--- src/rtl/mult_div_sequencer_pkg.sv ---
// Shared ALU opcodes and sequencer FSM encoding
// for the iterative multiply/divide engine.
package mult_div_sequencer_pkg;

    localparam logic [3:0] ALU_MULT = 4'b1110;
    localparam logic [3:0] ALU_DIV  = 4'b1111;

    typedef enum logic [1:0] {
        ST_IDLE = 2'd0,
        ST_ITER = 2'd1,
        ST_FIX  = 2'd2
    } md_state_t;

    function automatic int md_cnt_width(input int w);
        return (w <= 2) ? 1 : $clog2(w);
    endfunction

endpackage

--- src/rtl/sign_magnitude_conv.sv ---
// Two's-complement magnitude / conditional negation helper,
// shared by operand conversion and result sign correction.
module sign_magnitude_conv
    import mult_div_sequencer_pkg::*;
#(
    parameter int WIDTH = 32
) (
    input  logic [WIDTH-1:0] value,
    input  logic             is_signed,
    input  logic             negate_en,
    output logic [WIDTH-1:0] magnitude,
    output logic             sign
);

    assign sign      = is_signed & value[WIDTH-1];
    assign magnitude = (sign | negate_en) ? -value : value;

endmodule

--- src/rtl/mult_div_sequencer.sv ---
// Multi-cycle shift-add multiplier / restoring divider
// producing LO (ALU_OUT) and HI (ALU_OUT2) for MULT/DIV.
module mult_div_sequencer
    import mult_div_sequencer_pkg::*;
#(
    parameter int OPERAND_WIDTH = 32
) (
    input  logic                     CLK,
    input  logic                     RST,
    input  logic [OPERAND_WIDTH-1:0] Operand1,
    input  logic [OPERAND_WIDTH-1:0] Operand2,
    input  logic                     mult_start,
    input  logic                     div_start,
    input  logic                     is_signed,
    output logic [OPERAND_WIDTH-1:0] ALU_OUT,
    output logic [OPERAND_WIDTH-1:0] ALU_OUT2,
    output logic                     mult_div_done,
    output logic                     busy,
    output logic                     div_by_zero
);

    localparam int W  = OPERAND_WIDTH;
    localparam int CW = md_cnt_width(W);

    md_state_t       state;
    logic [CW-1:0]   cnt;
    logic [3:0]      op_q;
    logic            sgn_q;
    logic            neg_a_q;
    logic            neg_b_q;
    logic            dz_q;
    logic [W-1:0]    raw_a_q;
    logic [W-1:0]    iter_op_q;
    logic [2*W-1:0]  acc;

    logic [W-1:0]    mag_a;
    logic [W-1:0]    mag_b;
    logic            sign_a;
    logic            sign_b;

    logic [W-1:0]    mul_add;
    logic [W:0]      mul_sum;
    logic [2*W-1:0]  mul_next;
    logic [W:0]      div_r;
    logic            div_ge;
    logic [2*W-1:0]  div_next;

    logic            fix_neg_q;
    logic            fix_neg_r;
    logic [2*W-1:0]  prod_fix;
    logic [W-1:0]    quo_fix;
    logic [W-1:0]    rem_fix;
    logic            prod_sign_unused;
    logic            quo_sign_unused;
    logic            rem_sign_unused;

    sign_magnitude_conv #(.WIDTH(W)) u_conv_a (
        .value     (Operand1),
        .is_signed (is_signed),
        .negate_en (1'b0),
        .magnitude (mag_a),
        .sign      (sign_a)
    );

    sign_magnitude_conv #(.WIDTH(W)) u_conv_b (
        .value     (Operand2),
        .is_signed (is_signed),
        .negate_en (1'b0),
        .magnitude (mag_b),
        .sign      (sign_b)
    );

    assign fix_neg_q = sgn_q & (neg_a_q ^ neg_b_q);
    assign fix_neg_r = sgn_q & neg_a_q;

    sign_magnitude_conv #(.WIDTH(2*W)) u_fix_prod (
        .value     (acc),
        .is_signed (1'b0),
        .negate_en (fix_neg_q),
        .magnitude (prod_fix),
        .sign      (prod_sign_unused)
    );

    sign_magnitude_conv #(.WIDTH(W)) u_fix_quo (
        .value     (acc[W-1:0]),
        .is_signed (1'b0),
        .negate_en (fix_neg_q),
        .magnitude (quo_fix),
        .sign      (quo_sign_unused)
    );

    sign_magnitude_conv #(.WIDTH(W)) u_fix_rem (
        .value     (acc[2*W-1:W]),
        .is_signed (1'b0),
        .negate_en (fix_neg_r),
        .magnitude (rem_fix),
        .sign      (rem_sign_unused)
    );

    // Multiply: carry lives in mul_sum and is shifted straight into HI.
    always_comb begin
        mul_add  = acc[0] ? iter_op_q : '0;
        mul_sum  = {1'b0, acc[2*W-1:W]} + {1'b0, mul_add};
        mul_next = {mul_sum, acc[W-1:1]};
    end

    // Divide: {R,Q} shifted left; R gets an extra bit for the compare.
    always_comb begin
        div_r  = {acc[2*W-1:W], acc[W-1]};
        div_ge = div_r >= {1'b0, iter_op_q};
        if (div_ge) begin
            div_next = {div_r[W-1:0] - iter_op_q, acc[W-2:0], 1'b1};
        end else begin
            div_next = {div_r[W-1:0], acc[W-2:0], 1'b0};
        end
    end

    always_ff @(posedge CLK) begin
        if (RST) begin
            state         <= ST_IDLE;
            cnt           <= '0;
            op_q          <= '0;
            sgn_q         <= 1'b0;
            neg_a_q       <= 1'b0;
            neg_b_q       <= 1'b0;
            dz_q          <= 1'b0;
            raw_a_q       <= '0;
            iter_op_q     <= '0;
            acc           <= '0;
            ALU_OUT       <= '0;
            ALU_OUT2      <= '0;
            mult_div_done <= 1'b0;
            busy          <= 1'b0;
            div_by_zero   <= 1'b0;
        end else begin
            mult_div_done <= 1'b0;
            unique case (state)
                ST_IDLE: begin
                    if (mult_start || div_start) begin
                        op_q        <= mult_start ? ALU_MULT : ALU_DIV;
                        sgn_q       <= is_signed;
                        neg_a_q     <= sign_a;
                        neg_b_q     <= sign_b;
                        dz_q        <= ~mult_start & (Operand2 == '0);
                        raw_a_q     <= Operand1;
                        iter_op_q   <= mult_start ? mag_a : mag_b;
                        acc         <= {{W{1'b0}}, mult_start ? mag_b : mag_a};
                        cnt         <= CW'(W - 1);
                        div_by_zero <= 1'b0;
                        busy        <= 1'b1;
                        state       <= ST_ITER;
                    end
                end
                ST_ITER: begin
                    acc <= (op_q == ALU_MULT) ? mul_next : div_next;
                    cnt <= cnt - CW'(1);
                    if (cnt == '0) begin
                        state <= ST_FIX;
                    end
                end
                ST_FIX: begin
                    if (op_q == ALU_MULT) begin
                        ALU_OUT  <= prod_fix[W-1:0];
                        ALU_OUT2 <= prod_fix[2*W-1:W];
                    end else if (dz_q) begin
                        ALU_OUT     <= '1;
                        ALU_OUT2    <= raw_a_q;
                        div_by_zero <= 1'b1;
                    end else begin
                        ALU_OUT  <= quo_fix;
                        ALU_OUT2 <= rem_fix;
                    end
                    mult_div_done <= 1'b1;
                    busy          <= 1'b0;
                    state         <= ST_IDLE;
                end
                default: begin
                    state <= ST_IDLE;
                end
            endcase
        end
    end

endmodule

--- config.mk ---
export PLATFORM = sky130hd
export DESIGN_NAME = mult_div_sequencer
export DESIGN_NICKNAME = d
export VERILOG_FILES = /design/src/rtl/mult_div_sequencer_pkg.sv /design/src/rtl/sign_magnitude_conv.sv /design/src/rtl/mult_div_sequencer.sv
export SDC_FILE = /design/constraint.sdc
export NUM_CORES = 1
export LEC_CHECK = 0
export BUFFER_PORTS_ARGS = -buffer_cell sky130_fd_sc_hd__buf_2
export CAP_MARGIN = 10
export CORE_UTILIZATION = 40
export DETAILED_ROUTE_END_ITERATION = 16
export GPL_ROUTABILITY_DRIVEN = 0
export PLACE_DENSITY = 0.59
export SKIP_LAST_GASP = 1
export SLEW_MARGIN = 20
export SYNTH_ARGS = -nofsm -noshare
export SYNTH_HDL_FRONTEND = slang
export SYNTH_SLANG_ARGS = --single-unit
--- constraint.sdc ---
create_clock -name CLK -period 9.5 [get_ports CLK]
set_input_delay 0.475 -clock CLK [delete_from_list [all_inputs] [get_ports CLK]]
set_output_delay 0.475 -clock CLK [all_outputs]
set_load 0.02 [all_outputs]
==> metrics.yaml, run 1 <==
dp_slack_ns: 5.46
r2r-start: "acc[0]"
synthToLayoutAreaGrowth_pct: 10.4
synth_compound_area_share_pct: 26.9
crit_path_start: "acc[0]"
drive_gt1_share_pct: 10.2
grt_max_degree: 97
num_vias: 17300
yosys.area.top_type: "dfxtp_1"
rows: 73
drt_first_iter_violations: 1669
finalNetCount: 2424
synthArstFlopShare_pct: 0
grt_pass1_wl_mm: 93.5
critPathMostFrequentCell: "o21ai_0"
grt_usage_pct: 28.9
syn_area_per_cell_um2: 7.11
io_pins: 136
cap_violations: 0
slowest_stage: "a21boi_0"
crit_required_ns: 9.93
routed_via_density: 6.11
hold_path.class: "input port to flip-flop"
combPwrFrac_pct: 34.4
power.share.clock_pct: 32.8
fmax_ghz: 0.238
overflow: 0
layout_common_cells: "nand2_1, nor2_1, a21oi_1, dfxtp_1, o21ai_0"
crit_path_cell_trace: "inv_1 > buf_4 > nor2_1 > ha_1 > nor2b_1 > o31ai_1 > o21ai_0 > a21boi_0 > a21oi_1 > a311oi_1 > o21ai_0 > mux2i_1 > or3_1"
yosysSeqAreaShare_pct: 25.8
die-area_mm2: 0.0412
clk_latency_ns: 0.54
critical_path_class: "flip-flop to flip-flop"
synth_top_area_share_pct: 25.8
synth_ff_type: "dfxtp_1"
fin_ws_ns: 5.31
tightest_slew_ns: 1.05
slew_headroom_pct: 29.3
fin_area_mm2: 0.0178
clock_skew_ns: 0.0124
hpwlAfterDp_mm: 44.7
layout_commonest_cell: "nand2_1"
ys_types: 78
dp.cells: 2781
fin_crit_ns: 4.19
clockBufferDepth: 3
endpoint_kind: "flip-flop"
critPathMaxStageDelay_ns: 0.51
cp_max_fo: 30
ant_nets: 0
power_switching_mw: 1.22
cts_buffers: 25
status: "complete, no violations"
portBuffers: 135
synth-seq-cells: 208
placed_area_mm2: 0.0170
synth-xor-area-share_pct: 10.6
fin_tns_setup_ns: 0
final_core_util_pct: 44.8
cts_tree: "yes"
die_h_um: 203
routed_wl_mm: 60.9
hold_buffers: 0
seq_power_share_pct: 32.8
syn_area_mm2: 0.0162
cts-root-buf: "clkbuf_16"
numClockSinks: 208
synth-adder-area-share_pct: 5.67
setup_violations: 0
synthSimpleGateAreaFrac_pct: 23.4
fp.dieW_um: 203
rsz0062_at_grt: "no"
r2r.worst_path.cells: 13
irDropWorstVdd_v: 0.000145
synth_top_family_by_area: "compound AO/OA/AOI/OAI gates"
core_mm2: 0.0398
fill_cells: 4178
timing.rr.end: "acc[57]"
synthMuxAreaShare_pct: 1.70
p_int_mw: 1.93
firstDrtPassIters: 6
start_kind: "flip-flop"
p_leak_nw: 7.03
ys_top_cells_by_area: "dfxtp_1, nand2_1, a21oi_1"
clkTransAtPathRegs_ns: 0.06
synthCells: 2273
finalHoldViolCount: 0
cts-resized-gates: 0
wl_per_cell_um: 21.5
cp.arrival_ns: 4.62
yosys_warnings: 0
synth_nets: 2414
antenna_found_initial: 1
fin_crit_sh_pct: 44.1
grt_pass1_vias: 15700
postCtsSetupRepairBufs: 0
powerDensity_mw_per_mm2: 177
endpoint: "acc[57]"
start_util_pct: 40.6
synth_edf_count: 0
htree_levels: 1
drv_slew: 0
drc: 0
switching_share_pct: 38.6
final_cells: 2827
r2r_slack_ns: 5.31
## through the flow
step	hold WS, ns	power (mW)
6_report	0.223	3.15
5_1_grt	0.232	3.29
3_3_place_gp	0.441	2.10
2_1_floorplan	0.431	1.77
4_1_cts	0.209	3.13
3_5_place_dp	0.446	2.10
## how the worst min path moves through the flow
stage / startpoint / endpoint / slack (ns) / cells after the start
2_1_floorplan: raw_a_q[0] / raw_a_q[0] / 0.43 / 2
3_3_place_gp: ALU_OUT2[5] / ALU_OUT2[5] / 0.44 / 2
3_5_place_dp: iter_op_q[10] / iter_op_q[10] / 0.45 / 2
4_1_cts: Operand1[5] / raw_a_q[5] / 0.21 / 3
5_1_grt: Operand1[17] / raw_a_q[17] / 0.23 / 3
6_report: Operand1[15] / raw_a_q[15] / 0.22 / 3
## cell type report
| cell class | instances | area, um^2 | share of cell area [%] |
|---|---|---|---|
| Antenna cell | 1 | 2.50 | 0.0140 |
| Clock buffer | 37 | 721 | 4.04 |
| Clock inverter | 8 | 140 | 0.786 |
| Inverter | 60 | 225 | 1.26 |
| Multi-Input combinational cell | 1830 | 11100 | 62.1 |
| Sequential cell | 208 | 4170 | 23.4 |
| Tap cell | 525 | 657 | 3.68 |
| Timing Repair Buffer | 158 | 851 | 4.77 |
## sequential cells by signal, summed over array words and instances, names as in the netlist, 2 cells and up
signal     count
state          2
ALU_OUT2      32
ALU_OUT       32
raw_a_q       32
acc           64
op_q           2
iter_op_q     32
cnt            5
## logic make-up (layout without fill, tap and decap cells)
| logic type | Yosys count | count (layout) |
|---|---|---|
| fa+ha+maj | 72 | 72 |
| flops | 208 | 208 |
| simple gates | 840 | 840 |
| buf+inv | 235 | 263 |
| xor+xnor | 195 | 195 |
| compound gates | 696 | 696 |
| other cells | 0 | 1 |
| mux | 27 | 27 |
## power groups by stage
stage | clock network [mW] | registers, mW | logic [mW]
after CTS | 1.04 | 1.03 | 1.05
after detailed placement | 0 | 1.05 | 1.05
after global routing | 1.08 | 1.04 | 1.17
after floorplan | 0 | 1.00 | 0.765
after global placement | 0 | 1.05 | 1.05
final | 1.03 | 1.03 | 1.08
## synth_stat cells, types with 5 or more instances
cell type and count:
dfxtp_1 208, o21ai_0 146, nor3_1 67, nor4_1 24
nand4_1 15, mux2i_1 24, a311oi_1 15, o31ai_1 30
a21boi_0 6, or4_1 10, a221o_1 6, nand2b_1 11
a211oi_1 71, a21oi_1 248, nand2_1 336, o211ai_1 43
and2_1 14, nand3_1 43, nor2b_1 8, o21a_1 8
a32o_1 8, clkbuf_1 145, a31oi_1 16, or4_4 5
or3_1 17, ha_1 70, xnor2_1 95, a22o_1 5
o22ai_1 5, buf_1 14, buf_2 6, nor2_1 255
inv_1 60, nand3b_1 5, o41ai_1 12, xor2_1 100
a211o_1 6, a21o_1 26, a22oi_1 10
## worst max-delay path: cells and delay by family (launching register included)
kind / cells / cell delay (ns)
AOI/OAI and AO/OA: 6 / 2.05
adders and majority gates: 1 / 0.32
buffers and inverters: 2 / 0.55
DFF: 1 / 0.41
muxes: 1 / 0.14
and+or+nand+nor: 3 / 0.55
## metal layers
layer	vias to the layer above	track usage [%]	wire length, um
met5	-	0	0
met4	0	13.5	3240
met3	166	4.06	4830
met2	826	45.1	26500
met1	8186	39.2	26300
li1	8097	-	-
Note: power is estimated with default switching activity, not from simulation.
==> run 2, diff against run 1 <==
--- a/config.mk
+++ b/config.mk
@@ -5,6 +5,7 @@
 export SDC_FILE = /design/constraint.sdc
 export NUM_CORES = 1
 export LEC_CHECK = 0
+export ABC_AREA = 1
 export BUFFER_PORTS_ARGS = -buffer_cell sky130_fd_sc_hd__buf_2
 export CAP_MARGIN = 10
 export CORE_UTILIZATION = 40
==> constraint.sdc (replaced) <==
create_clock -name CLK -period 4.2 [get_ports CLK]
set_input_delay 0.21 -clock CLK [delete_from_list [all_inputs] [get_ports CLK]]
set_output_delay 0.21 -clock CLK [all_outputs]
set_load 0.02 [all_outputs]
==> run 2 against run 1 <==
  * Flip-flop and latch count unchanged
  * Total power grew to 4.8 times the previous value
  * Clock-buffer cell count is 3 higher
  * Sequential share of layout area decreased by 4.2 points
  * Cell area grew 22%
  * Worst setup slack worse by 4.3 ns
  * Worst hold slack worse by 0.20 ns
  * Register-to-register slack lost 4.3 ns
==> metrics.yaml, run 2 <==
ys_top_cells_by_area: "dfxtp_1, nand2_1, inv_1"  # was dfxtp_1, nand2_1, a21oi_1
antenna_found_initial: 1  # unchanged
start_kind: "flip-flop"  # unchanged
drv_slew: 0  # unchanged
cp_max_fo: 34  # was 30
clockBufferDepth: 3  # unchanged
power_switching_mw: 8.55  # was 1.22 mW
slew_headroom_pct: 31.6  # was 29.3%
crit_family: "simple AND/OR/NAND/NOR gates"  # was compound AO/OA/AOI/OAI gates
ys_top_cells_by_count: "nand2_1, inv_1, nor2_1, nand3_1, o21ai_0"  # was nand2_1, nor2_1, a21oi_1, dfxtp_1, o21ai_0
clock_skew_ns: 0.0272  # was 0.0124 ns
yosysMostFrequentCell: "nand2_1"  # unchanged
core_mm2: 0.0479  # was 0.0398 mm^2
yosys.area.top_type: "dfxtp_1"  # unchanged
endpoint_kind: "flip-flop"  # unchanged
switching_share_pct: 56.3  # was 38.6%
overflow: 0  # unchanged
wl_per_cell_um: 20.8  # was 21.5 um
grt_pass1_vias: 20700  # was 15700
synth_top_area_share_pct: 21.3  # was 25.8%
cts_buffers: 27  # was 25
synthToLayoutAreaGrowth_pct: 11.6  # was 10.4%
regMostFlops: "acc"  # unchanged
fill_cells: 5311  # was 4178
finalNetCount: 3652  # was 2424
critical_path_class: "flip-flop to flip-flop"  # unchanged
htree_levels: 1  # unchanged
powerDensity_mw_per_mm2: 698  # was 177 mW/mm^2
largest_reg_flops: 64  # unchanged
path_buf_inv: 1  # was 2
critPathMaxStageDelay_ns: 0.64  # was 0.51 ns
seq_power_share_pct: 18.6  # was 32.8%
firstDrtPassIters: 8  # was 6
drive_gt1_share_pct: 7.82  # was 10.2%
portBuffers: 135  # unchanged
syn_area_mm2: 0.0195  # was 0.0162 mm^2
combPwrFrac_pct: 65.4  # was 34.4%
synth-seq-cells: 208  # unchanged
synth_nets: 3579  # was 2414
r2r-start: "acc[50]"  # was acc[0]
fin_crit_sh_pct: 75.6  # was 44.1%
crit_path_start: "acc[50]"  # was acc[0]
crit_required_ns: 4.63  # was 9.93 ns
min_from: "Operand1[22]"  # was Operand1[15]
routed_wl_mm: 86.1  # was 60.9 mm
hpwlAfterDp_mm: 68.3  # was 44.7 mm
synth_edf_count: 0  # unchanged
numClockSinks: 208  # unchanged
crit_path_cell_trace: "ha_1 > nand2_2 > inv_2 > nand2_1 > nand3_1 > nand2_1 > a21oi_1 > nor2_4 > nand2_8 > nor2_4 > nand2_1 > nand3_1 > a21oi_1"  # was inv_1 > buf_4 > nor2_1 > ha_1 > nor2b_1 > o31ai_1 > o21ai_0 > a21boi_0 > a21oi_1 > a311oi_1 > o21ai_0 > mux2i_1 > or3_1
synth_ff_type: "dfxtp_1"  # unchanged
diodes: 0  # was 1
num_vias: 23100  # was 17300
slowest_stage: "dfxtp_1"  # was a21boi_0
critPathMostFrequentCell: "nand2_1"  # was o21ai_0
grt_usage_pct: 33.9  # was 28.9%
dp_slack_ns: 1.19  # was 5.46 ns
dp.cells: 4081  # was 2781
layout_commonest_cell: "nand2_1"  # unchanged
ant_nets: 0  # unchanged
p_int_mw: 6.65  # was 1.93 mW
yosysSeqAreaShare_pct: 21.3  # was 25.8%
irDropWorstVdd_v: 0.000385  # was 0.000145 V
synthArstFlopShare_pct: 0  # unchanged
total_power_mw: 15.2  # was 3.15 mW
cts-root-buf: "clkbuf_16"  # unchanged
power.share.clock_pct: 16.1  # was 32.8%
clkTransAtPathRegs_ns: 0.06  # about the same
routed_via_density: 5.58  # was 6.11
syn_area_per_cell_um2: 5.68  # was 7.11 um^2
fin_ws_ns: 1.02  # was 5.31 ns
p_leak_nw: 11.0  # was 7.03 nW
hold_path.class: "input port to flip-flop"  # unchanged
cap_violations: 0  # unchanged
die_h_um: 223  # was 203 um
cts_tree: "yes"  # unchanged
cts-resized-gates: 0  # unchanged
setup_violations: 0  # unchanged
ys_types: 50  # was 78
fp.dieW_um: 223  # was 203 um
final_cells: 4146  # was 2827
io_pins: 136  # unchanged
drc: 0  # unchanged
start_util_pct: 40.7  # was 40.6%
grt_max_degree: 76  # was 97
clk_latency_ns: 0.58  # was 0.54 ns
rsz0062_at_grt: "no"  # unchanged
final_core_util_pct: 45.4  # was 44.8%
finalHoldViolCount: 0  # unchanged
fin_tns_setup_ns: 0  # unchanged
grt_pass1_wl_mm: 128  # was 93.5 mm
fmax_ghz: 0.315  # was 0.238 GHz
yosys_warnings: 0  # unchanged
layout_common_cells: "nand2_1, inv_1, nor2_1, nand3_1, o21ai_0"  # was nand2_1, nor2_1, a21oi_1, dfxtp_1, o21ai_0
tightest_slew_ns: 1.03  # was 1.05 ns
status: "complete, no violations"  # unchanged
synthCells: 3438  # was 2273
fin_crit_ns: 3.18  # was 4.19 ns
drt_first_iter_violations: 3249  # was 1669
die-area_mm2: 0.0497  # was 0.0412 mm^2
cp.arrival_ns: 3.61  # was 4.62 ns
rows: 80  # was 73
[run 2: changes by cell type in the layout (fill, tap and decap cells not counted), sizes merged, moves of 23 or more]
cell,change
nand2,+637
inv,+485
nand3,+243
o21ai,+132
xnor2,-77
a211oi,-70
nor2,+65
nand4,+34
o31ai,-31
a21o,-25
mux2i,-24
nor4,-23
[run 2: power by group through the flow]
stage          Clock (mW)  Sequential, mW  Combinational [mW]
4_1_cts              2.46            2.79                9.55
2_1_floorplan           0            2.66                6.79
5_1_grt              2.52            2.84                10.8
3_3_place_gp            0            2.81                9.54
3_5_place_dp            0            2.83                9.48
6_report             2.44            2.82                9.94
[run 2: area by class of cell]
class                      count  area (um^2)  share of cell area (%)
sequential                   208         4160                    19.1
tap                          615          769                    3.53
timing repair buffer         187         1120                    5.14
multi-input combinational   2542        12700                    58.5
clock inverter                 9          119                   0.546
clock buffer                  40          815                    3.74
inverter                     545         2050                    9.43
[run 2: final timing paths]
path / cells past startpoint / end / slack [ns]
setup reg to reg: 13 / acc[48] / 1.02
setup / recovery: 13 / acc[48] / 1.02
hold / removal: 3 / raw_a_q[22] / 0.02
hold reg to reg: 2 / busy / 0.46
[run 2: through the flow]
step / hold WS (ns) / area (um^2)
detailed placement: 0.454 / 20700
CTS: 0.00956 / 21800
floorplan: 0.349 / 19500
global route: 0.0342 / 21800
finish: 0.0223 / 21800
global placement: 0.453 / 20700
[run 2: metal layers]
layer	wire length (um)	vias up	part of all wire, %	track usage, %
met4	4220	0	4.9	14.0
met1	37200	10400	43	48.6
met5	0	-	0	0.0978
li1	-	11200	-	-
met2	34500	1348	40	49.3
met3	10200	196	12	6.62
[run 2: cells by family (layout without fill, tap and decap cells)]
family                   after synthesis  in the layout  synth area share [%]
flip-flops                           208            208                  21.3
XOR/XNOR                             118            118                  5.30
AND/OR/NAND/NOR                     1723           1723                  37.5
AO/OA/AOI/OAI                        629            629                  17.7
adder cells (fa/ha/maj)               72             72                  4.69
buffers and inverters                688            781                  13.5
[run 2: worst reg2reg max path, delay by kind of cell (launching register included)]
kind | cells | cell delay, ns
and+or+nand+nor | 9 | 1.78
DFF | 1 | 0.64
adders and majority gates | 1 | 0.41
AOI/OAI and AO/OA | 2 | 0.16
buffers and inverters | 1 | 0.04
[run 2: repair_timing]
item                       CTS  global route
hold buffers                16             0
hold endpoints to repair    15             0
buffers inserted             0             0
setup endpoints to repair    0             0
==> run 3, diff against run 2 <==
--- a/config.mk
+++ b/config.mk
@@ -5,13 +5,13 @@
 export SDC_FILE = /design/constraint.sdc
 export NUM_CORES = 1
 export LEC_CHECK = 0
-export ABC_AREA = 1
+export ABC_AREA = 0
 export BUFFER_PORTS_ARGS = -buffer_cell sky130_fd_sc_hd__buf_2
 export CAP_MARGIN = 10
 export CORE_UTILIZATION = 40
 export DETAILED_ROUTE_END_ITERATION = 16
 export GPL_ROUTABILITY_DRIVEN = 0
-export PLACE_DENSITY = 0.59
+export PLACE_DENSITY = 0.61
 export SKIP_LAST_GASP = 1
 export SLEW_MARGIN = 20
 export SYNTH_ARGS = -nofsm -noshare
==> constraint.sdc (replaced) <==
create_clock -name CLK -period 2.6 [get_ports CLK]
set_input_delay 0.13 -clock CLK [delete_from_list [all_inputs] [get_ports CLK]]
set_output_delay 0.13 -clock CLK [all_outputs]
set_load 0.02 [all_outputs]
==> run 3 against run 2 <==
  * The flow now finishes with violations (negative setup slack)
  * Sequential power rose by 28%
  * Routed wire length is 18% lower
  * Sequential share of layout area fell by 1.3 points
  * Utilization is 14 points higher
  * Flip-flop and latch count unchanged
  * Cell count decreased by 20%
  * Total power down 4.4%
  * Global-route usage shrank 1.2 points
  * Maximum frequency increased by 3.2%
  * Via count down 15%
  * Critical path type unchanged
  * Highest routed layer unchanged
==> metrics.yaml, run 3 (synthesized netlist as in run 1, its figures left out) <==
clk_latency_ns: 0.56  # was 0.58 ns
crit_path_start: "acc[0]"  # was acc[50]
fin_crit_ns: 3.08  # was 3.18 ns
final_core_util_pct: 59.1  # was 45.4%
num_vias: 19600  # was 23100
clockBufferDepth: 3  # unchanged
whs_ns: 0.100  # was 0.0223 ns
clock_skew_ns: 0.0187  # was 0.0272 ns
layout_common_cells: "buf_4, nand2_1, nor2_1, a21oi_1, dfxtp_1"  # was nand2_1, inv_1, nor2_1, nand3_1, o21ai_0
final_cells: 3318  # was 4146
drt_first_iter_violations: 2205  # was 3249
rows: 73  # was 80
grt_max_degree: 97  # was 76
finalHoldViolCount: 0  # unchanged
fin_crit_sh_pct: 118  # was 75.6%
crit_required_ns: 3.05  # was 4.63 ns
regMostFlops: "acc"  # unchanged
fin_ws_ns: -0.478  # was 1.02 ns
critical_path_class: "flip-flop to flip-flop"  # unchanged
grt_usage_pct: 32.7  # was 33.9%
die-area_mm2: 0.0412  # was 0.0497 mm^2
wl_per_cell_um: 21.2  # was 20.8 um
antenna_found_initial: 0  # was 1
failed_checks: "negative setup slack"
setup_violations: 53  # was 0
diodes: 0  # unchanged
fin_area_mm2: 0.0235  # was 0.0218 mm^2
start_kind: "flip-flop"  # unchanged
status: "complete, but fails checks"  # was complete, no violations
cts_tree: "yes"  # unchanged
start_util_pct: 40.6  # was 40.7%
fp.dieW_um: 203  # was 223 um
endpoint_kind: "flip-flop"  # unchanged
p_leak_nw: 9.83  # was 11.0 nW
layout_commonest_cell: "buf_4"  # was nand2_1
tightest_slew_ns: 0.903  # was 1.03 ns
cp_max_fo: 8  # was 34
die_h_um: 203  # was 223 um
hpwlAfterDp_mm: 50.7  # was 68.3 mm
portBuffers: 135  # unchanged
r2r_slack_ns: -0.48  # was 1.02 ns
overflow: 0  # unchanged
cp.arrival_ns: 3.53  # was 3.61 ns
io_pins: 136  # unchanged
htree_levels: 1  # unchanged
firstDrtPassIters: 8  # unchanged
dp_slack_ns: -0.643  # was 1.19 ns
clkTransAtPathRegs_ns: 0.06  # about the same
cap_violations: 0  # unchanged
finalNetCount: 2915  # was 3652
powerDensity_mw_per_mm2: 618  # was 698 mW/mm^2
slew_headroom_pct: 39.6  # was 31.6%
irDropWorstVdd_v: 0.000519  # was 0.000385 V
numClockSinks: 208  # unchanged
largest_reg_flops: 64  # unchanged
r2r-start: "acc[0]"  # was acc[50]
routed_via_density: 5.91  # was 5.58
drv_slew: 0  # unchanged
grt_pass1_wl_mm: 106  # was 128 mm
min_from: "Operand2[24]"  # was Operand1[22]
drc: 0  # unchanged
drive_gt1_share_pct: 33.0  # was 7.82%
fmax_ghz: 0.325  # was 0.315 GHz
cts_buffers: 26  # was 27
placed_area_mm2: 0.0201  # was 0.0207 mm^2
hold_path.class: "input port to flip-flop"  # unchanged
fin_tns_setup_ns: -10.14  # was 0 ns
total_power_mw: 14.5  # was 15.2 mW
core_mm2: 0.0398  # was 0.0479 mm^2
ant_nets: 0  # unchanged
rsz0062_at_grt: "yes"  # was no
synthToLayoutAreaGrowth_pct: 45.8  # was 11.6%
cts-root-buf: "clkbuf_16"  # unchanged
dp.cells: 3166  # was 4081
routed_wl_mm: 70.3  # was 86.1 mm
grt_pass1_vias: 18700  # was 20700
run 3: cell types whose count changed in the layout (fill, tap and decap cells not counted), sizes merged, moves of 22 or more:
cell	before	now
nor4	4	27
o21ai	281	149
nor2	321	256
buf	171	610
nand3	286	43
xnor2	18	95
mux2i	0	24
nand4	49	15
o31ai	0	31
nand2	974	337
dlygate4sd3	16	38
inv	545	60
a211oi	1	71
a21o	1	26
run 3: layout make-up:
| type | instances | area [um^2] |
|---|---|---|
| fillers | 3553 | 16300 |
| clock inverters | 12 | 165 |
| multi-input cells | 1830 | 12600 |
| repair buffers | 648 | 4960 |
| inverters | 60 | 238 |
| clock buffers | 35 | 756 |
| flip-flops and latches | 208 | 4190 |
| well taps | 525 | 657 |
run 3: timing repair:
| action | in CTS | in global routing |
|---|---|---|
| pin swaps | 125 | 115 |
| hold buffers | 38 | 0 |
| resized for setup | 250 | 126 |
| endpoints found under the hold margin | 43 | 0 |
| cloned | 3 | 0 |
| setup endpoints to repair | 64 | 72 |
| setup buffers | 43 | 33 |
run 3: power breakdown:
group / internal, mW / switching (mW)
registers: 3.44 / 0.174
clock network: 2.42 / 1.56
logic: 3.11 / 3.84
run 3: routing by layer:
metal | track usage [%] | wire length (um)
met1 | 41.8 | 27900
met2 | 51.4 | 31000
met3 | 5.84 | 6560
met4 | 19.3 | 4780
met5 | 0 | 0
run 3: final timing paths:
path | to | depth (start not counted)
worst max-delay path | acc[63] | 13
worst min-delay path | iter_op_q[24] | 4
worst max register to register | acc[63] | 13
worst min register to register | iter_op_q[7] | 2
run 3: critical path: stages (launching register included):
cell	delay (ns)
dfxtp_4	0.38
inv_8	0.10
buf_8	0.14
nor2_2	0.04
ha_1	0.33
a21oi_2	0.19
o21ai_1	0.20
a21oi_1	0.19
a21boi_4	0.31
a21oi_4	0.11
a211o_4	0.37
a221oi_2	0.24
o21ai_2	0.09
a32o_1	0.24
